$ cat config.mk
export PLATFORM = sky130hd
export DESIGN_NAME = exe_mem_stage_reg
export DESIGN_NICKNAME = d
export VERILOG_FILES = /design/src/rtl/exe_mem_stage_reg.sv
export SDC_FILE = /design/constraint.sdc
export NUM_CORES = 1
export LEC_CHECK = 0
export ABC_AREA = 1
export ABC_CLOCK_PERIOD_IN_PS = 3400
export BUFFER_PORTS_ARGS = -buffer_cell sky130_fd_sc_hd__buf_2
export CAP_MARGIN = 20
export CORE_ASPECT_RATIO = 1.1
export CORE_MARGIN = 5
export CORE_UTILIZATION = 35
export DETAILED_ROUTE_END_ITERATION = 16
export GPL_TIMING_DRIVEN = 1
export PLACE_DENSITY_LB_ADDON = 0.05
export SLEW_MARGIN = 30
export SYNTH_ARGS = -nofsm -noshare
export SYNTH_HDL_FRONTEND = slang
export SYNTH_SLANG_ARGS = --single-unit
$ cat constraint.sdc
create_clock -name clk -period 3.4 [get_ports clk]
set_clock_uncertainty 0.15 [all_clocks]
set_input_delay 1.02 -clock clk [delete_from_list [all_inputs] [get_ports clk]]
set_output_delay 1.02 -clock clk [all_outputs]
set_load 0.05 [all_outputs]
$ cat src/rtl/exe_mem_stage_reg.sv
// EXE/MEM pipeline register with the architectural NZCV status register.
// Supplies the carry and a combinational condition-check result back to ID/EXE.
module exe_mem_stage_reg #(
    parameter int unsigned DATA_WIDTH     = 32,
    parameter int unsigned REG_ADDR_WIDTH = 4
) (
    input  logic                      clk,
    input  logic                      rst,
    input  logic                      freeze,
    input  logic                      flush,
    input  logic                      valid_in,
    input  logic                      s_in,
    input  logic                      wb_en_in,
    input  logic                      mem_r_en_in,
    input  logic                      mem_w_en_in,
    input  logic [DATA_WIDTH-1:0]     alu_res_in,
    input  logic [3:0]                status_bits_in,
    input  logic [DATA_WIDTH-1:0]     val_rm_in,
    input  logic [REG_ADDR_WIDTH-1:0] dest_in,
    input  logic [3:0]                cond_in,
    output logic                      valid_out,
    output logic                      wb_en,
    output logic                      mem_r_en,
    output logic                      mem_w_en,
    output logic [DATA_WIDTH-1:0]     alu_res,
    output logic [DATA_WIDTH-1:0]     val_rm,
    output logic [REG_ADDR_WIDTH-1:0] dest,
    output logic [3:0]                status_reg,
    output logic                      carry,
    output logic                      cond_pass
);

    localparam logic [3:0] COND_EQ = 4'b0000;
    localparam logic [3:0] COND_NE = 4'b0001;
    localparam logic [3:0] COND_CS = 4'b0010;
    localparam logic [3:0] COND_CC = 4'b0011;
    localparam logic [3:0] COND_MI = 4'b0100;
    localparam logic [3:0] COND_PL = 4'b0101;
    localparam logic [3:0] COND_VS = 4'b0110;
    localparam logic [3:0] COND_VC = 4'b0111;
    localparam logic [3:0] COND_HI = 4'b1000;
    localparam logic [3:0] COND_LS = 4'b1001;
    localparam logic [3:0] COND_GE = 4'b1010;
    localparam logic [3:0] COND_LT = 4'b1011;
    localparam logic [3:0] COND_GT = 4'b1100;
    localparam logic [3:0] COND_LE = 4'b1101;
    localparam logic [3:0] COND_AL = 4'b1110;

    logic live;
    logic flag_z;
    logic flag_c;
    logic flag_n;
    logic flag_v;

    // An instruction only has architectural effect if it is real and not killed.
    assign live = valid_in & ~flush;

    // Pipeline register; freeze holds everything, including the flags.
    always_ff @(posedge clk) begin
        if (rst) begin
            valid_out  <= 1'b0;
            wb_en      <= 1'b0;
            mem_r_en   <= 1'b0;
            mem_w_en   <= 1'b0;
            alu_res    <= '0;
            val_rm     <= '0;
            dest       <= '0;
            status_reg <= 4'b0000;
        end else if (!freeze) begin
            valid_out <= live;
            wb_en     <= wb_en_in & live;
            mem_r_en  <= mem_r_en_in & live;
            mem_w_en  <= mem_w_en_in & live;
            alu_res   <= alu_res_in;
            val_rm    <= val_rm_in;
            dest      <= dest_in;
            if (s_in && live) begin
                status_reg <= status_bits_in;
            end
        end
    end

    // Flags are packed {Z,C,N,V}.
    assign flag_z = status_reg[3];
    assign flag_c = status_reg[2];
    assign flag_n = status_reg[1];
    assign flag_v = status_reg[0];
    assign carry  = flag_c;

    // Condition check against the committed flags (no forwarding).
    always_comb begin
        cond_pass = 1'b0;
        unique case (cond_in)
            COND_EQ: cond_pass = flag_z;
            COND_NE: cond_pass = ~flag_z;
            COND_CS: cond_pass = flag_c;
            COND_CC: cond_pass = ~flag_c;
            COND_MI: cond_pass = flag_n;
            COND_PL: cond_pass = ~flag_n;
            COND_VS: cond_pass = flag_v;
            COND_VC: cond_pass = ~flag_v;
            COND_HI: cond_pass = flag_c & ~flag_z;
            COND_LS: cond_pass = ~flag_c | flag_z;
            COND_GE: cond_pass = (flag_n == flag_v);
            COND_LT: cond_pass = (flag_n != flag_v);
            COND_GT: cond_pass = ~flag_z & (flag_n == flag_v);
            COND_LE: cond_pass = flag_z | (flag_n != flag_v);
            COND_AL: cond_pass = 1'b1;
            default: cond_pass = 1'b0;
        endcase
    end

endmodule

==> flow_summary.json <==
{
  "dieArea_sq_um": 10200,
  "cpLargestDelayFamily": "buffers and inverters",
  "crit_type": "in -> out",
  "synth_top_area_cell": "dfxtp_1",
  "cp_slowest_cell": "buf_2",
  "die_width_microns": 96.7,
  "status": "completed",
  "multi_input_area_sq_um": 1170,
  "ant_nets": 0,
  "netlist.area_leader.share_pct": 52.5,
  "dieHeight_microns": 105,
  "cts_setup_buffers": 0,
  "p_leak_nw": 1.99,
  "finalCritPeriodShare_pct": 91.2,
  "place_hpwl_mm": 6.03,
  "synth-main-ff-cell": "dfxtp_1",
  "clockRootBuffer": "clkbuf_8",
  "clock_latency_ps": 350,
  "setup_tns_ps": 0,
  "timing.critical_path.buf_inv": 3,
  "totalWireLength_mm": 8.40,
  "hp-start": "alu_res[17]$_SDFFE_PP0N_",
  "yosysMostFrequentCell": "nand2_1",
  "avgSynthCellArea_sq_um": 7.64,
  "grt_use_total_pct": 16.2,
  "drv_slew": 0,
  "hold_end": "alu_res[17]$_SDFFE_PP0N_",
  "seq_area_sq_um": 1520,
  "endpoint_kind": "output port",
  "drtIter0Drc": 137,
  "syn-num-nets": 464,
  "rows": 34,
  "final_area_sq_um": 3970,
  "worstPathArrival_ps": 1930,
  "worst_r2r_path_depth": 2,
  "power.total_w": 0.00216,
  "cts_resized": 0,
  "vias": 2944,
  "core_sq_um": 8000,
  "timing.fmax_mhz": 322,
  "cts_buffers": 9,
  "cpMostUsedCell": "nand2_1",
  "hold_depth": 2,
  "postPlaceCellArea_sq_um": 3730,
  "min_path_type": "reg -> reg",
  "synth-edff-count": 0,
  "cts_tree": "built",
  "drive_gt1_share_pct": 35.7,
  "first_pass_iters": 4,
  "nets": 618,
  "synth_cells": 379,
  "via_per_inst": 4.56,
  "start_util_pct": 36.2,
  "yosysSeqAreaShare_pct": 52.5,
  "pin_count": 163,
  "rsz0062_at_grt": "no",
  "synthesis.area_sq_um": 2900,
  "tightest_slew_ps": 476,
  "r2r_end": "status_reg[2]$_SDFFE_PP0P_",
  "worstPathCellList": "buf_2 > inv_2 > nor2_1 > o21ai_1 > nand2_1 > nand2_1 > nand2_1 > nor2_1 > nand2_1 > buf_2",
  "yosysWarnings": 0,
  "postCtsHoldBufs": 0,
  "synth_cell_type_count": 21,
  "min_period_ps": 3100,
  "largestRegisters": "alu_res: 32 flops, val_rm: 32 flops",
  "cp.required_ps": 2230,
  "cts.htree.levels": 3,
  "reg2reg_slack_ps": 2470,
  "syn_to_final_growth_pct": 36.9,
  "wl_per_cell_microns": 13.0,
  "grt.overflow.total": 0,
  "r2r_start": "status_reg[2]$_SDFFE_PP0P_",
  "fill_cells": 883,
  "cts.clk_slew.worst_paths_ps": 80,
  "drcViolationCount": 0,
  "setup_viol": 0,
  "hold_violations": 0,
  "clk_path_buf_depth": 2,
  "worstSetupStartpointType": "primary input",
  "globalplace.congestion": 0.774,
  "slew_headroom_pct": 68.2,
  "diodes": 0,
  "critPathMaxFanout": 5,
  "grt_pass1_vias": 2887,
  "ys_ff_latch": 76,
  "synthTopCellsByCount": "165 x nand2_1, 76 x dfxtp_1, 74 x a21oi_1",
  "grt_max_degree": 45,
  "peakVddDrop_mv": 0.293,
  "pwr_density_cell_nw_per_um2": 544,
  "port_buffers": 162,
  "cts_sinks": 76,
  "whs_ps": 314,
  "synth_area_leaders": "dfxtp_1 53%, nand2_1 21%, a21oi_1 13%",
  "grt_pass1_wl_mm": 13.7,
  "cap_violations": 0,
  "slowest_delay_ps": 250,
  "async_flop_share_pct": 0,
  "grt_antenna_before_repair": 0
}
## worst max-delay path by stage
stage / startpoint / to / slack (ps) / cells past startpoint
after detailed placement: cond_in[1] / cond_pass / 320 / 10
after floorplan: cond_in[1] / cond_pass / 490 / 8
final: cond_in[1] / cond_pass / 300 / 10
after CTS: cond_in[1] / cond_pass / 320 / 10
after global routing: cond_in[1] / cond_pass / 210 / 10
after global placement: cond_in[1] / cond_pass / 340 / 10
## power by group
part           total, W  internal [W]  switching (W)
clock network  0.000802      0.000456       0.000346
registers      0.000959      0.000936      0.0000225
logic          0.000397      0.000108       0.000289
## cells by family (layout without fill, tap and decap cells)
| kind of cell | Yosys count | after routing | share of synthesized area, % |
|---|---|---|---|
| compound gates | 79 | 79 | 14.6 |
| buf+inv | 36 | 195 | 7.09 |
| flops | 76 | 76 | 52.5 |
| simple gates | 188 | 188 | 25.8 |
## per-layer routing
layer	up-vias	GRT usage, %	wire length, microns	part of all wire (%)
met5	-	0	0	0
met2	107	26.6	4050	48
li1	1512	-	-	-
met4	0	7.52	174	2.1
met3	14	6.34	699	8.3
met1	1311	18.6	3470	41
## worst min-delay path: cells and delay by family, from the launching register on
| family | cells | cell delay (ps) |
|---|---|---|
| AO/OA/AOI/OAI | 1 | 50 |
| flip-flops | 1 | 310 |
| AND/OR/NAND/NOR | 1 | 60 |
## metrics by stage
step	cells	worst slack, ps	utilization (%)
3_3_place_gp	630	337	46.7
2_1_floorplan	379	488	-
6_report	646	298	49.6
3_5_place_dp	630	324	46.7
5_1_grt	646	208	49.6
4_1_cts	646	319	49.6
## area by class of cell
cell class	instances	share of cell area, %
clock buffers	11	3.82
flip-flops and latches	76	38.4
multi-input cells	267	29.5
repair buffers	167	21.7
inverters	12	1.14
clock inverters	5	2.08
well taps	108	3.41
## cell usage in the layout (no fill, tap or decap), drive strengths merged
| cell type | netlist | routed |
|---|---|---|
| a21oi | 75 | 75 |
| nand3b | 1 | 1 |
| o21ai | 1 | 1 |
| a211oi | 3 | 3 |
| nor3 | 1 | 1 |
| nand2 | 166 | 166 |
| clkinv | 1 | 3 |
| nand4 | 1 | 1 |
| nand3 | 8 | 8 |
| inv | 11 | 12 |
| clkbuf | 6 | 11 |
| buf | 18 | 167 |
| bufinv | 0 | 2 |
| dfxtp | 76 | 76 |
| nor2 | 11 | 11 |
No activity file was read; power rests on OpenSTA's default activity.
